<file path="config.mk">
export PLATFORM = sky130hd
export DESIGN_NAME = defuzz9
export DESIGN_NICKNAME = d
export VERILOG_FILES = /design/src/rtl/fuzzy_pkg.sv /design/src/rtl/divu_serial.sv /design/src/rtl/defuzz9.sv
export SDC_FILE = /design/constraint.sdc
export NUM_CORES = 1
export LEC_CHECK = 0
export ABC_AREA = 0
export BUFFER_PORTS_ARGS = -buffer_cell sky130_fd_sc_hd__buf_4
export CELL_PAD_IN_SITES_DETAIL_PLACEMENT = 1
export CELL_PAD_IN_SITES_GLOBAL_PLACEMENT = 2
export CORE_MARGIN = 3
export CORE_UTILIZATION = 25
export DETAILED_ROUTE_END_ITERATION = 10
export HOLD_SLACK_MARGIN = 0.06
export PLACE_DENSITY_LB_ADDON = 0.1
export SYNTH_ARGS = -nofsm -noshare
export SYNTH_HDL_FRONTEND = slang
export SYNTH_SLANG_ARGS = --single-unit
</file>
<file path="constraint.sdc">
create_clock -name clk -period 13.4 [get_ports clk]
set_input_delay 0.67 -clock clk [delete_from_list [all_inputs] [get_ports clk]]
set_output_delay 0.67 -clock clk [all_outputs]
set_load 0.05 [all_outputs]
</file>
<file path="src/rtl/fuzzy_pkg.sv">
// Shared types and constants for the 3x3 singleton defuzzifier.
// Rule index is 3*T_term + D_term; the singleton table follows that order.
package fuzzy_pkg;

    localparam int W_W     = 16;
    localparam int NUM_W   = 36;
    localparam int DEN_W   = 20;
    localparam int Q_W     = 17;
    localparam int N_RULES = 9;

    typedef enum logic [1:0] {
        S_IDLE = 2'd0,
        S_ACC  = 2'd1,
        S_DIV  = 2'd2,
        S_DONE = 2'd3
    } state_e;

    localparam logic signed [15:0] NB = -16'sd30000;
    localparam logic signed [15:0] NS = -16'sd15000;
    localparam logic signed [15:0] ZE =  16'sd0;
    localparam logic signed [15:0] PS =  16'sd15000;
    localparam logic signed [15:0] PB =  16'sd30000;

    function automatic logic signed [15:0] singleton(input logic [3:0] r);
        case (r)
            4'd0:       singleton = NB;
            4'd1, 4'd3: singleton = NS;
            4'd5, 4'd7: singleton = PS;
            4'd8:       singleton = PB;
            default:    singleton = ZE;
        endcase
    endfunction

endpackage

</file>
<file path="src/rtl/divu_serial.sv">
// Restoring unsigned divider, one quotient bit per cycle, MSB first.
// The first bit is resolved on the start edge, so done follows 17 edges after start.
module divu_serial
    import fuzzy_pkg::*;
(
    input  logic             clk,
    input  logic             rst_n,
    input  logic             start,
    input  logic [NUM_W-1:0] dividend,
    input  logic [DEN_W-1:0] divisor,
    output logic [Q_W-1:0]   quotient,
    output logic             done
);

    logic [NUM_W-1:0] rem_q, rem_cur, rem_d;
    logic [NUM_W-1:0] dsh_q, dsh_cur;
    logic [Q_W-1:0]   quot_q;
    logic [4:0]       cnt_q;
    logic             busy_q;
    logic             done_q;
    logic             ge;

    // Quotient is known to fit in Q_W bits, so the divisor starts aligned at bit Q_W-1.
    always_comb begin
        rem_cur = start ? dividend : rem_q;
        dsh_cur = start ? {divisor, {(Q_W-1){1'b0}}} : dsh_q;
        ge      = (rem_cur >= dsh_cur);
        rem_d   = ge ? (rem_cur - dsh_cur) : rem_cur;
    end

    always_ff @(posedge clk or negedge rst_n) begin
        if (!rst_n) begin
            rem_q  <= '0;
            dsh_q  <= '0;
            quot_q <= '0;
            cnt_q  <= '0;
            busy_q <= 1'b0;
            done_q <= 1'b0;
        end else begin
            done_q <= 1'b0;
            if (start) begin
                rem_q  <= rem_d;
                dsh_q  <= dsh_cur >> 1;
                quot_q <= {{(Q_W-1){1'b0}}, ge};
                cnt_q  <= 5'(Q_W-1);
                busy_q <= 1'b1;
            end else if (busy_q) begin
                rem_q  <= rem_d;
                dsh_q  <= dsh_cur >> 1;
                quot_q <= {quot_q[Q_W-2:0], ge};
                cnt_q  <= cnt_q - 5'd1;
                if (cnt_q == 5'd1) begin
                    busy_q <= 1'b0;
                    done_q <= 1'b1;
                end
            end
        end
    end

    assign quotient = quot_q;
    assign done     = done_q;

endmodule

</file>
<file path="src/rtl/defuzz9.sv">
// Weighted-average defuzzifier over nine rule weights with fixed 27-cycle latency.
// Serial multiply-accumulate (9 cycles) followed by a serial divide (17 cycles).
module defuzz9
    import fuzzy_pkg::*;
(
    input  logic                 clk,
    input  logic                 rst_n,
    input  logic [W_W-1:0]       w00,
    input  logic [W_W-1:0]       w01,
    input  logic [W_W-1:0]       w02,
    input  logic [W_W-1:0]       w10,
    input  logic [W_W-1:0]       w11,
    input  logic [W_W-1:0]       w12,
    input  logic [W_W-1:0]       w20,
    input  logic [W_W-1:0]       w21,
    input  logic [W_W-1:0]       w22,
    input  logic                 in_valid,
    output logic                 in_ready,
    output logic signed [15:0]   y,
    output logic                 den_zero,
    output logic                 out_valid,
    input  logic                 out_ready,
    output state_e               state_dbg
);

    state_e                  state_q;
    logic [W_W-1:0]          w_q [N_RULES];
    logic [3:0]              idx_q;
    logic signed [NUM_W-1:0] num_q;
    logic [DEN_W-1:0]        den_q;
    logic                    start_q;
    logic signed [15:0]      y_q;
    logic                    den_zero_q;
    logic                    out_valid_q;

    logic [W_W-1:0]          w_cur;
    logic signed [32:0]      prod_raw;
    logic signed [NUM_W-1:0] prod_d;
    logic [NUM_W-1:0]        num_abs;
    logic [Q_W-1:0]          quot;
    logic                    div_done;
    logic signed [Q_W:0]     q_signed;
    logic signed [15:0]      y_d;

    always_comb begin
        w_cur    = w_q[idx_q];
        prod_raw = $signed({1'b0, w_cur}) * singleton(idx_q);
        prod_d   = NUM_W'(prod_raw);
        num_abs  = num_q[NUM_W-1] ? NUM_W'(-num_q) : NUM_W'(num_q);
        q_signed = num_q[NUM_W-1] ? -$signed({1'b0, quot}) : $signed({1'b0, quot});
        if (q_signed > 18'sd32767)
            y_d = 16'sh7FFF;
        else if (q_signed < -18'sd32768)
            y_d = -16'sd32768;
        else
            y_d = q_signed[15:0];
    end

    divu_serial u_div (
        .clk      (clk),
        .rst_n    (rst_n),
        .start    (start_q),
        .dividend (num_abs),
        .divisor  (den_q),
        .quotient (quot),
        .done     (div_done)
    );

    always_ff @(posedge clk or negedge rst_n) begin
        if (!rst_n) begin
            state_q     <= S_IDLE;
            for (int i = 0; i < N_RULES; i++) w_q[i] <= '0;
            idx_q       <= '0;
            num_q       <= '0;
            den_q       <= '0;
            start_q     <= 1'b0;
            y_q         <= '0;
            den_zero_q  <= 1'b0;
            out_valid_q <= 1'b0;
        end else begin
            start_q <= 1'b0;
            case (state_q)
                S_IDLE: begin
                    if (in_valid) begin
                        w_q[0]  <= w00;
                        w_q[1]  <= w01;
                        w_q[2]  <= w02;
                        w_q[3]  <= w10;
                        w_q[4]  <= w11;
                        w_q[5]  <= w12;
                        w_q[6]  <= w20;
                        w_q[7]  <= w21;
                        w_q[8]  <= w22;
                        idx_q   <= '0;
                        num_q   <= '0;
                        den_q   <= '0;
                        state_q <= S_ACC;
                    end
                end
                S_ACC: begin
                    num_q <= num_q + prod_d;
                    den_q <= den_q + DEN_W'(w_cur);
                    idx_q <= idx_q + 4'd1;
                    if (idx_q == 4'(N_RULES-1)) begin
                        start_q <= 1'b1;
                        state_q <= S_DIV;
                    end
                end
                S_DIV: begin
                    // A zero denominator still runs the full divide to keep latency fixed.
                    if (div_done) begin
                        y_q         <= (den_q == '0) ? 16'sd0 : y_d;
                        den_zero_q  <= (den_q == '0);
                        out_valid_q <= 1'b1;
                        state_q     <= S_DONE;
                    end
                end
                S_DONE: begin
                    if (out_ready) begin
                        out_valid_q <= 1'b0;
                        state_q     <= S_IDLE;
                    end
                end
                default: state_q <= S_IDLE;
            endcase
        end
    end

    assign in_ready  = (state_q == S_IDLE);
    assign y         = y_q;
    assign den_zero  = den_zero_q;
    assign out_valid = out_valid_q;
    assign state_dbg = state_q;

endmodule

</file>
* Yosys cells after proc, flatten, opt, wreduce, memory -nomap -nowiden *
Index checks and enable logic that the tools add are counted.

storage, ports and cells
  flip-flop bits (word level) = 321
  ROM bits = 0
  word-level logic and storage cells = 104
  memories kept = 0
  bits in latches = 0
  RAM bits = 0
  output and inout bits = 21

cells by class
  add/sub/neg operators = 7
  eq/ne operators = 13
  divide/modulo/power cells = 0
  order comparisons = 4
  reductions and logical operators = 13
  shift operators = 0
  muxes and demuxes = 42
  bitwise gates (word level) = 1
  multiply operators = 1

operator list
  cell                    count
  $mux W36                9
  $mux W16                5
  $pmux W36 S2            1
  $bmux W16 S4            1
  $pmux W16 S4            1
  $pmux W20 S2            1
  $add A36 B33 Y36        1
  $ge A36 B36 Y1          1
  $neg A36 Y36            1
  $sub A36 B36 Y36        1
  $mux W17                2
  $mul A17 B16 Y33        1
  $add A20 B16 Y20        1
  $logic_not A20 Y1       1
  $mux W20                1
  $gt A18 B16 Y1 const B  1
  $lt A18 B16 Y1 const B  1
  $mux W18                1
  $neg A17 Y18            1
  $mux W1                 10
  $mux W5                 2
  $eq A4 B3 Y1 const B    2
  $mux W2                 4
  $pmux W2 S4             1
  22 further kinds        30

* Logic depth before layout (Yosys ltp) *
Gate-level depths: netlist of run 1.

  depth in word-level cells = 7
  gate-level depth with buffers = 31

* Hierarchy *
From an unflattened synthesis of run 1, not the netlist that was laid out.

second synthesis, totals
  cell total of the unflattened synthesis = 2660
  area, all modules = 25993.7 sq um

modules (own cells, without submodules)
  module       cells an instance  seq. area each (sq um)  area an instance (sq um)  times used
  defuzz9      1905               5555.3                  19281.0                   1
  divu_serial  755                2377.3                  6712.7                    1

* Worst setup path before layout of run 1 *
No wires, ideal clock.

  path kind = reg-to-reg
  start = register idx_q[0]
  end = register num_q[32]
  data arrival time = 7.790 ns
  library setup time = 0.069 ns
  clock period less this slack = 7.858 ns
  slack = 5.542 ns
  path buffers = 4
  stages on the path, launching flop included = 28
  cells stage by stage = dfrtp_1 -> clkbuf_1 -> buf_1 -> buf_2 -> buf_1 -> mux2i_1 -> nor2_1 -> a21oi_1 -> o22ai_1 -> nand2_1 -> fa_1 -> inv_1 -> fa_1 -> fa_1 -> fa_1 -> fa_1 -> inv_1 -> fa_1 -> inv_1 -> ha_1 -> a21o_1 -> a21o_1 -> a221oi_1 -> a21bo_2 -> a22oi_1 -> o21ai_0 -> or4_1 -> nand3_1

between the ends
  word-level cells in the longest chain between the ends = 7
  elaborated cells on any way between the ends = 16

RTL lines
  element                                      line            text
  from (decl)                                  defuzz9.sv:28   logic [3:0] idx_q;
  from (signal assigned)                       defuzz9.sv:103  idx_q <= idx_q + 4'd1;
  $not A4 Y5 (implied by the code)             defuzz9.sv:46   w_cur = w_q[idx_q];
  $bmux W16 S4                                 defuzz9.sv:46
  $mux W16 (implied by the code) (2 in a row)  defuzz9.sv:46
  $mul A17 B16 Y33 (*)                         defuzz9.sv:47   prod_raw = $signed({1'b0, w_cur}) * singleton(idx_q);
  $add A36 B33 Y36 (*)                         defuzz9.sv:101  num_q <= num_q + prod_d;
  $pmux W36 S2 (*)                             defuzz9.sv:82   case (state_q)
  to (signal assigned)                         defuzz9.sv:101
  to (decl)                                    defuzz9.sv:29   logic signed [NUM_W-1:0] num_q;

Every way passes the cells marked *; elsewhere a longest branch is shown, timed or not. The select of a mux whose other input is x is not followed.
A chain may end at the register's enable or synchronous reset.

* Final worst setup path of run 1 *
  start = register idx_q[0]
  end = register num_q[34]

The elaborated chain is that of the path after synthesis.

==> results of run 1 <==
-- cell usage after synthesis (8+ instances only) --
cell type	instances
a211oi_1	12
a21o_1	34
a21oi_1	168
a31oi_1	31
and2_1	15
and3_1	11
buf_1	12
clkbuf_1	89
dfrtp_1	317
fa_1	169
ha_1	190
inv_1	305
mux2_2	149
mux2i_1	86
mux4_2	17
nand2_1	220
nand2b_1	45
nand3_1	25
nand4_1	11
nor2_1	222
nor2b_1	11
nor3_1	27
nor4_1	10
o211ai_1	18
o21a_1	10
o21ai_0	93
o21bai_1	22
o22ai_1	22
o31ai_1	18
o41ai_1	10
or2_2	8
or3_1	15
xnor2_1	61
xor2_1	66
-- how the worst min path moves through the flow --
| stage | start | to | slack (ps) | cells past startpoint |
|---|---|---|---|---|
| after detailed placement | u_div.dsh_q[34] | u_div.dsh_q[34] | 470 | 2 |
| after global placement | u_div.dsh_q[34] | u_div.dsh_q[34] | 460 | 2 |
| after floorplan | rst_n | den_q[0] | 370 | 0 |
| after CTS | rst_n | u_div.cnt_q[4] | 70 | 1 |
| after global routing | rst_n | u_div.busy_q | 100 | 1 |
| final | rst_n | u_div.busy_q | 60 | 1 |
-- where the power goes --
part | switching, mW | internal (mW)
clock network | 0.499 | 0.742
registers | 0 | 0.958
logic | 0.0298 | 0.0282
-- state kept, by name (all words and copies together), names as in the netlist --
signal / cells
y: 16
u_div.quotient: 17
num_q: 33
state_dbg: 2
idx_q: 4
start_q: 1
out_valid: 1
den_zero: 1
u_div.busy_q: 1
u_div.dsh_q: 35
u_div.done: 1
u_div.cnt_q: 5
w_q: 144
den_q: 20
u_div.rem_q: 36
-- logic make-up after synthesis --
family	count (synthesis)	synth area share (%)
simple gates	639	11.34
fa+ha+maj	359	22.71
mux	252	11.52
compound gates	509	12.66
buf+inv	412	6.117
flops	317	31.27
xor+xnor	127	4.385
-- metrics by stage --
step	setup slack (ps)	std cells	power, mW	utilization (%)
finish	4529	4154	2.257	29.67
global route	3918	4152	2.347	29.67
CTS	4301	4151	2.315	29.66
detailed placement	4328	4072	1.037	28.16
global placement	4431	4072	1.036	28.16
floorplan	5542	2615	0.9755	-
-- metal layers --
metal | GRT usage [%] | share of wire, %
met4 | 4.508 | 2.5
met5 | 0 | 0.022
met3 | 2.728 | 3.5
met2 | 28.87 | 48
met1 | 22.22 | 46
-- area by class of cell --
| class | count | area [um2] | share of cell area (%) |
|---|---|---|---|
| Clock buffer | 63 | 1315 | 4.419 |
| Tap cell | 1357 | 1698 | 5.706 |
| Timing Repair Buffer | 205 | 1546 | 5.197 |
| Sequential cell | 317 | 7941 | 26.69 |
| Multi-Input combinational cell | 1886 | 15900 | 53.44 |
| Antenna cell | 3 | 7.507 | 0.02523 |
| Clock inverter | 16 | 193.9 | 0.6517 |
| Inverter | 307 | 1152 | 3.873 |
==> impl_metrics.csv, run 1 <==
group,metric,value,unit
yosys,syn_area,25370,um2
yosys,synth_cell_type_count,68,
timing,setup_viol,0,
clock_network,cts_tree,"done",
finish,fin_nets,3269,
worst_setup_path,crit_required,13890,ps
worst_setup_path,cp_num_buf_inv,9,
drt,wl_per_cell,21.47,um
worst_setup_path,reg2reg_slack,4530,ps
global_routing,grt_first_pass_wirelength,137700,um
finish,fillers,11375,
floorplan,fp.dieW,324.5,um
worst_setup_path,cp-end-kind,"flip-flop",
worst_setup_path,critPathKind,"flip-flop to flip-flop",
yosys,synth-edff-count,0,
finish,drive_above_1_share,17.14,%
worst_setup_path,worst_r2r_endpoint,"num_q[34]",
global_routing,grt_pass1_vias,21702,
worst_setup_path,crit_start,"idx_q[0]",
timing,timing.final.crit_share,66.20,%
yosys,postSynthAreaPerCell,9.700,um2
worst_setup_path,setup.worst_path.start_class,"flip-flop",
worst_setup_path,critical_path_depth,30,
worst_setup_path,cp_max_fo,31,
yosys,ys_seq_area_share,31.27,%
timing,whs,64.44,ps
clock_network,cts_buffers,45,
timing,skew,18.40,ps
clock_network,insertion_delay,610,ps
placement,place.gp.congestion,0.8501,
run,cap_viol_max_count,0,
yosys,synth_top_area_cell,"dfrtp_1",
timing,post-route-min-period,8871,ps
yosys,synthArstFlopShare,100.0,%
worst_setup_path,endpoint,"num_q[34]",
worst_setup_path,crit_family,"adder cells",
yosys,synth_flop_cell,"dfrtp_1",
worst_setup_path,r2r_start,"idx_q[0]",
clock_network,post_cts_resized,0,
timing,rsz0062_at_grt,"false",
worst_hold_path,hold_class,"input port to async pin",
clock_network,ctsHtreeMaxLevel,2,
clock_network,cts.sinks,317,
drt,drt_pass1_iterations,5,
drt,vias_per_cell,4.647,
worst_setup_path,slowest_stage,"dfrtp_2",
yosys,synth.top_cell.area_share,31.27,%
worst_setup_path,worstRegToRegCells,30,
status,outcome,"complete, no violations",
clock_network,postCtsSetupBuffers,0,
yosys,synth-seq-cells,317,
floorplan,die_area,105300,um2
timing,worst_pin_slew,1073,ps
timing,fin_setup_tns,0,ps
timing,fmax,112.7,MHz
pwr,peakVddDrop,0.00007864,V
global_routing,grt_max_degree,90,
yosys,synth_area_leaders,"dfrtp_1 (31%), fa_1 (13%), ha_1 (9.4%)",
finish,design_area,29760,um2
global_routing,antenna_found_initial,4,
finish,final_cell_mix,"dfrtp_1 (312), inv_1 (305), nor2_1 (222), nand2_1 (219), buf_4 (204)",
finish,final_common_cell,"dfrtp_1",
placement,hpwl,70270,um
floorplan,coreArea,100300,um2
timing,hold_viol,0,
floorplan,die_h,324.5,um
yosys,syn-num-nets,3122,
placement,placed_area,28240,um2
timing,slew_headroom,28.45,%
placement,port_buffers,168,
clock_network,clockBufferDepth,3,
clock_network,cts_hold_buf,0,
pwr,p_per_area,75.84,nW/um2
drt,num_vias,19305,
floorplan,start_util,25.29,%
drt,drt_wl_total,89180,um
floorplan,io_pins,169,
clock_network,root_buffer,"clkbuf_16",
floorplan,rows,116,
finish,area_growth,17.31,%
drt,drc,0,
yosys,yosys_warnings,0,
drt,ant_nets,0,
drt,drt_iter0_markers,727,
timing,finalMaxSlewViolations,0,
global_routing,grt_overflow_total,0,
worst_setup_path,critical_path.max_stage_delay,790,ps
global_routing,grtUsageTotal,16.92,%
pwr,p_leak,15.07,nW
clock_network,path_clk_slew,60,ps
yosys,postSynthCellCount,2615,
worst_setup_path,worstPathArrival,9360,ps
Note: power is estimated with default switching activity, not from simulation.
==> run 2: changes to the inputs <==
==> constraint.sdc (replaced) <==
create_clock -name clk -period 8.5 [get_ports clk]
set_input_delay 0.425 -clock clk [delete_from_list [all_inputs] [get_ports clk]]
set_output_delay 0.425 -clock clk [all_outputs]
set_load 0.05 [all_outputs]
==> run 2 against run 1 <==
Core utilization is 1.6 points higher. Global-route usage is 0.17 points higher. Sequential cell count stayed put. Sequential share of layout area is 1.4 points lower. Critical path type unchanged. Largest power group unchanged.
==> impl_metrics.csv, run 2 (synthesized netlist as in run 1, its figures left out) <==
group,metric,value,unit
status,outcome,"complete, no violations",
global_routing,grtUsageTotal,17.09,%
global_routing,grt_overflow_total,0,
global_routing,antenna_found_initial,2,
timing,post-route-min-period,7956,ps
worst_setup_path,endpoint,"num_q[29]",
finish,final_cell_mix,"dfrtp_1 (312), inv_1 (305), nor2_1 (222), nand2_1 (218), buf_4 (216)",
global_routing,grt_pass1_vias,22608,
finish,regArea,7941,um2
placement,hpwl,71150,um
worst_setup_path,cp_max_fo,32,
drt,wl_per_cell,20.73,um
floorplan,io_pins,169,
placement,place.gp.congestion,0.8060,
finish,multi_input_area,15920,um2
floorplan,die_h,324.5,um
finish,final_common_cell,"dfrtp_1",
timing,setup_viol,0,
timing,worst_pin_slew,1036,ps
pwr,p_per_area,117.1,nW/um2
drt,drt_iter0_markers,615,
drt,ant_nets,0,
worst_setup_path,crit_start,"idx_q[0]",
worst_setup_path,setup.worst_path.start_class,"flip-flop",
worst_setup_path,worstPathArrival,8430,ps
clock_network,cts_buffers,45,
global_routing,grt_first_pass_wirelength,140300,um
clock_network,ctsHtreeMaxLevel,2,
worst_setup_path,cp-end-kind,"flip-flop",
finish,reg.largest.list,"w_q (144), u_div.rem_q (36), u_div.dsh_q (35)",
floorplan,fp.dieW,324.5,um
clock_network,root_buffer,"clkbuf_16",
timing,fin_setup_tns,0,ps
run,cap_viol_max_count,0,
clock_network,clockBufferDepth,3,
timing,fmax,125.7,MHz
drt,drc,0,
floorplan,rows,116,
pwr,peakVddDrop,0.0001183,V
worst_hold_path,hold_class,"input port to flip-flop",
timing,finalMaxSlewViolations,0,
clock_network,cts.sinks,317,
floorplan,start_util,25.29,%
clock_network,insertion_delay,630,ps
drt,vias_per_cell,4.632,
floorplan,die_area,105300,um2
worst_setup_path,worstRegToRegCells,27,
timing,rsz0062_at_grt,"false",
pwr,p_leak,15.78,nW
global_routing,grt_max_degree,139,
drt,drt_pass1_iterations,7,
timing,whs,99.21,ps
placement,port_buffers,168,
finish,area_growth,23.70,%
timing,skew,54.70,ps
worst_setup_path,worst_r2r_endpoint,"num_q[29]",
worst_setup_path,reg2reg_slack,540,ps
timing,timing.final.crit_share,93.60,%
timing,slew_headroom,30.49,%
finish,drive_above_1_share,16.95,%
drt,num_vias,19956,
finish,largest_register_ffs,144,
clock_network,cts_tree,"done",
drt,drt_wl_total,89320,um
worst_setup_path,r2r_start,"idx_q[0]",
worst_setup_path,critPathKind,"flip-flop to flip-flop",
clock_network,path_clk_slew,60,ps
worst_hold_path,hold_start,"w21[7]",
finish,regMostFlops,"w_q",
finish,fin_nets,3423,
timing,hold_viol,0,
finish,fillers,11443,
worst_setup_path,crit_required,8970,ps
floorplan,coreArea,100300,um2
## run 2: timing repair
action	4_1_cts	5_1_grt
setup endpoints to repair	0	10
gates resized for setup	0	5
hold buffers	140	0
endpoints found under the hold margin	220	0
setup buffers	0	0
## run 2: cell type report
cell class | count | share of cell area, %
Tap cell | 1357 | 5.411
Inverter | 307 | 3.673
Timing Repair Buffer | 359 | 9.809
Multi-Input combinational cell | 1886 | 50.74
Clock inverter | 18 | 0.8254
Clock buffer | 63 | 4.223
Antenna cell | 1 | 0.007975
Sequential cell | 317 | 25.31
## run 2: metrics by stage
stage               area [um2]  power (mW)  std cells  utilization [%]  setup WS [ps]
floorplan                25370       1.538       2615                -          641.7
global placement         28370       1.634       4086            28.29          130.7
detailed placement       28370       1.636       4086            28.29          50.05
CTS                      31360       3.759       4307            31.27          26.30
global route             31380       3.820       4308            31.29          19.24
finish                   31380       3.673       4308            31.29          544.2
## run 2: how the worst min path moves through the flow
stage | endpoint | slack (ps) | cells past startpoint
after CTS | w_q[21] | 60 | 2
after global placement | y[9] | 460 | 1
after detailed placement | u_div.dsh_q[34] | 460 | 2
after global routing | w_q[101] | 70 | 2
after floorplan | den_q[0] | 130 | 0
final | w_q[23] | 100 | 2
## run 2: power breakdown
group	switching, mW	total, mW	internal [mW]
registers	0	1.51	1.51
clock network	0.774	2.02	1.24
logic	0.0608	0.148	0.0868
## run 2: worst max-delay path: stages, from the launching register on
cell	delay, ps
dfrtp_2	490
buf_12	280
mux2i_1	350
nor2_1	70
a21oi_1	190
o22a_1	370
inv_1	250
nand2_2	260
xor2_1	120
ha_1	200
a21o_1	160
fa_1	390
fa_1	560
fa_1	450
fa_1	540
inv_1	50
fa_1	530
inv_1	50
ha_1	350
nand2_1	90
or3_1	410
o21bai_1	210
a21oi_1	370
o31a_1	250
a31oi_1	240
o21ai_0	280
xnor2_1	160
o22ai_1	80
## run 2: routing by layer
| layer | GRT usage, % | vias up | share of wire, % |
|---|---|---|---|
| met5 | 0 | - | 0.015 |
| met3 | 2.069 | 78 | 2.4 |
| met2 | 29.86 | 210 | 49 |
| met4 | 3.689 | 2 | 1.8 |
| li1 | - | 9496 | - |
| met1 | 22.62 | 10170 | 47 |
==> run 3: changes to the inputs <==
--- a/config.mk
+++ b/config.mk
@@ -11,6 +11,7 @@
 export CELL_PAD_IN_SITES_GLOBAL_PLACEMENT = 2
 export CORE_MARGIN = 3
 export CORE_UTILIZATION = 25
+export CTS_BUF_LIST = sky130_fd_sc_hd__clkbuf_8 sky130_fd_sc_hd__clkbuf_16
 export DETAILED_ROUTE_END_ITERATION = 10
 export HOLD_SLACK_MARGIN = 0.06
 export PLACE_DENSITY_LB_ADDON = 0.1
==> constraint.sdc (replaced) <==
create_clock -name clk -period 8.4 [get_ports clk]
set_input_delay 0.42 -clock clk [delete_from_list [all_inputs] [get_ports clk]]
set_output_delay 0.42 -clock clk [all_outputs]
set_load 0.05 [all_outputs]
==> run 3 against run 2 <==
Critical path type unchanged. Critical endpoint is now num_q[34]. Die area unchanged. Routed wire length up 1.7%. Sequential share of layout area about the same. Power down 2.3%. Sequential power about the same. Hold slack better by 35 ps. Highest routed layer is now met4.
==> impl_metrics.csv, run 3 (synthesized netlist as in run 1, its figures left out) <==
group,metric,value,unit
clock_network,clockBufferDepth,3,
finish,reg.largest.list,"w_q (144), u_div.rem_q (36), u_div.dsh_q (35)",
pwr,power.total,3.588,mW
clock_network,cts.sinks,317,
worst_setup_path,slowest_stage,"o31ai_1",
floorplan,coreArea,100300,um2
worst_hold_path,hold_class,"input port to flip-flop",
worst_setup_path,critical_path_depth,27,
floorplan,die_area,105300,um2
status,outcome,"complete, no violations",
worst_setup_path,crit_required,8890,ps
worst_setup_path,cp_max_fo,21,
worst_setup_path,endpoint,"num_q[34]",
timing,rsz0062_at_grt,"false",
timing,timing.final.crit_share,95.72,%
drt,drt_pass1_iterations,4,
drt,drt_iter0_markers,685,
clock_network,root_buffer,"clkbuf_16",
placement,hpwl,71730,um
finish,largest_register_ffs,144,
timing,fmax,124.4,MHz
finish,final_common_cell,"inv_1",
timing,skew,25.75,ps
worst_setup_path,cp_num_buf_inv,6,
timing,post-route-min-period,8040,ps
placement,place.gp.congestion,0.8049,
finish,area_growth,23.53,%
pwr,peakVddDrop,0.0001328,V
timing,finalMaxSlewViolations,0,
worst_setup_path,critPathKind,"flip-flop to flip-flop",
timing,worst_pin_slew,1079,ps
timing,slew_headroom,28.08,%
clock_network,ctsHtreeMaxLevel,2,
clock_network,postCtsSetupBuffers,0,
timing,fin_setup_tns,0,ps
worst_setup_path,setup.worst_path.start_class,"flip-flop",
drt,num_vias,20034,
placement,port_buffers,168,
drt,drc,0,
drt,vias_per_cell,4.639,
drt,drt_wl_total,90820,um
finish,drive_above_1_share,16.72,%
finish,fin_nets,3433,
worst_setup_path,crit_start,"idx_q[0]",
floorplan,fp.dieW,324.5,um
global_routing,antenna_found_initial,3,
floorplan,start_util,25.29,%
pwr,p_leak,15.81,nW
worst_setup_path,cp-end-kind,"flip-flop",
floorplan,io_pins,169,
global_routing,grt_pass1_vias,22758,
global_routing,grt_overflow_total,0,
drt,wl_per_cell,21.03,um
worst_setup_path,critical_path.max_stage_delay,680,ps
worst_setup_path,reg2reg_slack,360,ps
pwr,p_per_area,114.5,nW/um2
worst_setup_path,worst_r2r_endpoint,"num_q[34]",
finish,final_cell_mix,"inv_1 (320), dfrtp_1 (311), nor2_1 (222), buf_4 (221), nand2_1 (218)",
worst_setup_path,r2r_start,"idx_q[0]",
floorplan,rows,116,
global_routing,grtUsageTotal,17.27,%
clock_network,insertion_delay,620,ps
timing,setup_viol,0,
drt,ant_nets,0,
clock_network,cts_buffers,44,
worst_hold_path,min_delay_path_depth,3,
clock_network,path_clk_slew,60,ps
worst_setup_path,worstRegToRegCells,27,
global_routing,grt_max_degree,156,
run,cap_viol_max_count,0,
worst_setup_path,crit_family,"adder cells",
floorplan,die_h,324.5,um
timing,hold_viol,0,
clock_network,cts_tree,"done",
finish,regMostFlops,"w_q",
timing,whs,134.5,ps
worst_setup_path,worstPathArrival,8530,ps
global_routing,grt_first_pass_wirelength,141300,um
-- run 3: changes by cell type in the layout (fill, tap and decap cells not counted), sizes merged --
cell	delta
buf	+6
bufinv	-3
clkbuf	-10
clkinv	-2
diode	+1
dlygate4sd3	+5
inv	+14
-- run 3: final cells by class --
cell class                 instances  area [um2]
clock inverter                    27       214.0
fill                           11386       68960
antenna                            2       5.005
timing repair buffer             370        3177
inverter                         307        1152
sequential                       317        7943
tap                             1357        1698
multi-input combinational       1886       15910
clock buffer                      53        1236
-- run 3: worst min-delay path by stage --
stage / start / end / slack [ps]
2_1_floorplan: rst_n / den_q[0] / 120
3_3_place_gp: rst_n / y[11] / 450
3_5_place_dp: rst_n / y[11] / 460
4_1_cts: out_ready / out_valid / 70
5_1_grt: out_ready / out_valid / 130
6_report: out_ready / out_valid / 130
-- run 3: stage by stage --
step / util (%) / worst slack (ps) / instance area (um2) / std cells
6_report: 31.24 / 359.7 / 31330 / 4319
5_1_grt: 31.24 / 6.356 / 31330 / 4318
4_1_cts: 31.23 / 273.3 / 31320 / 4317
3_5_place_dp: 28.33 / 276.7 / 28420 / 4092
3_3_place_gp: 28.33 / 393.4 / 28420 / 4092
2_1_floorplan: - / 541.7 / 25370 / 2615
-- run 3: timing repair --
item,CTS,global route
hold buffers,145,0
endpoints found under the hold margin,215,0
setup endpoints to repair,0,6
gates resized for setup,0,4
-- run 3: power breakdown --
group | internal [mW] | total, mW | switching (mW)
clock network | 1.11 | 1.91 | 0.802
registers | 1.53 | 1.53 | 0
logic | 0.0893 | 0.151 | 0.0617
-- run 3: per-layer routing --
| metal | wire (um) | track usage (%) | part of all wire (%) |
|---|---|---|---|
| met5 | 0 | 0 | 0 |
| met2 | 44200 | 29.97 | 49 |
| met1 | 41840 | 22.51 | 46 |
| met4 | 2489 | 4.932 | 2.7 |
| met3 | 2285 | 2.154 | 2.5 |
-- run 3: worst min-delay path: stages --
cell and delay [ps]:
buf_4 120, nand2_1 60, a22o_1 110
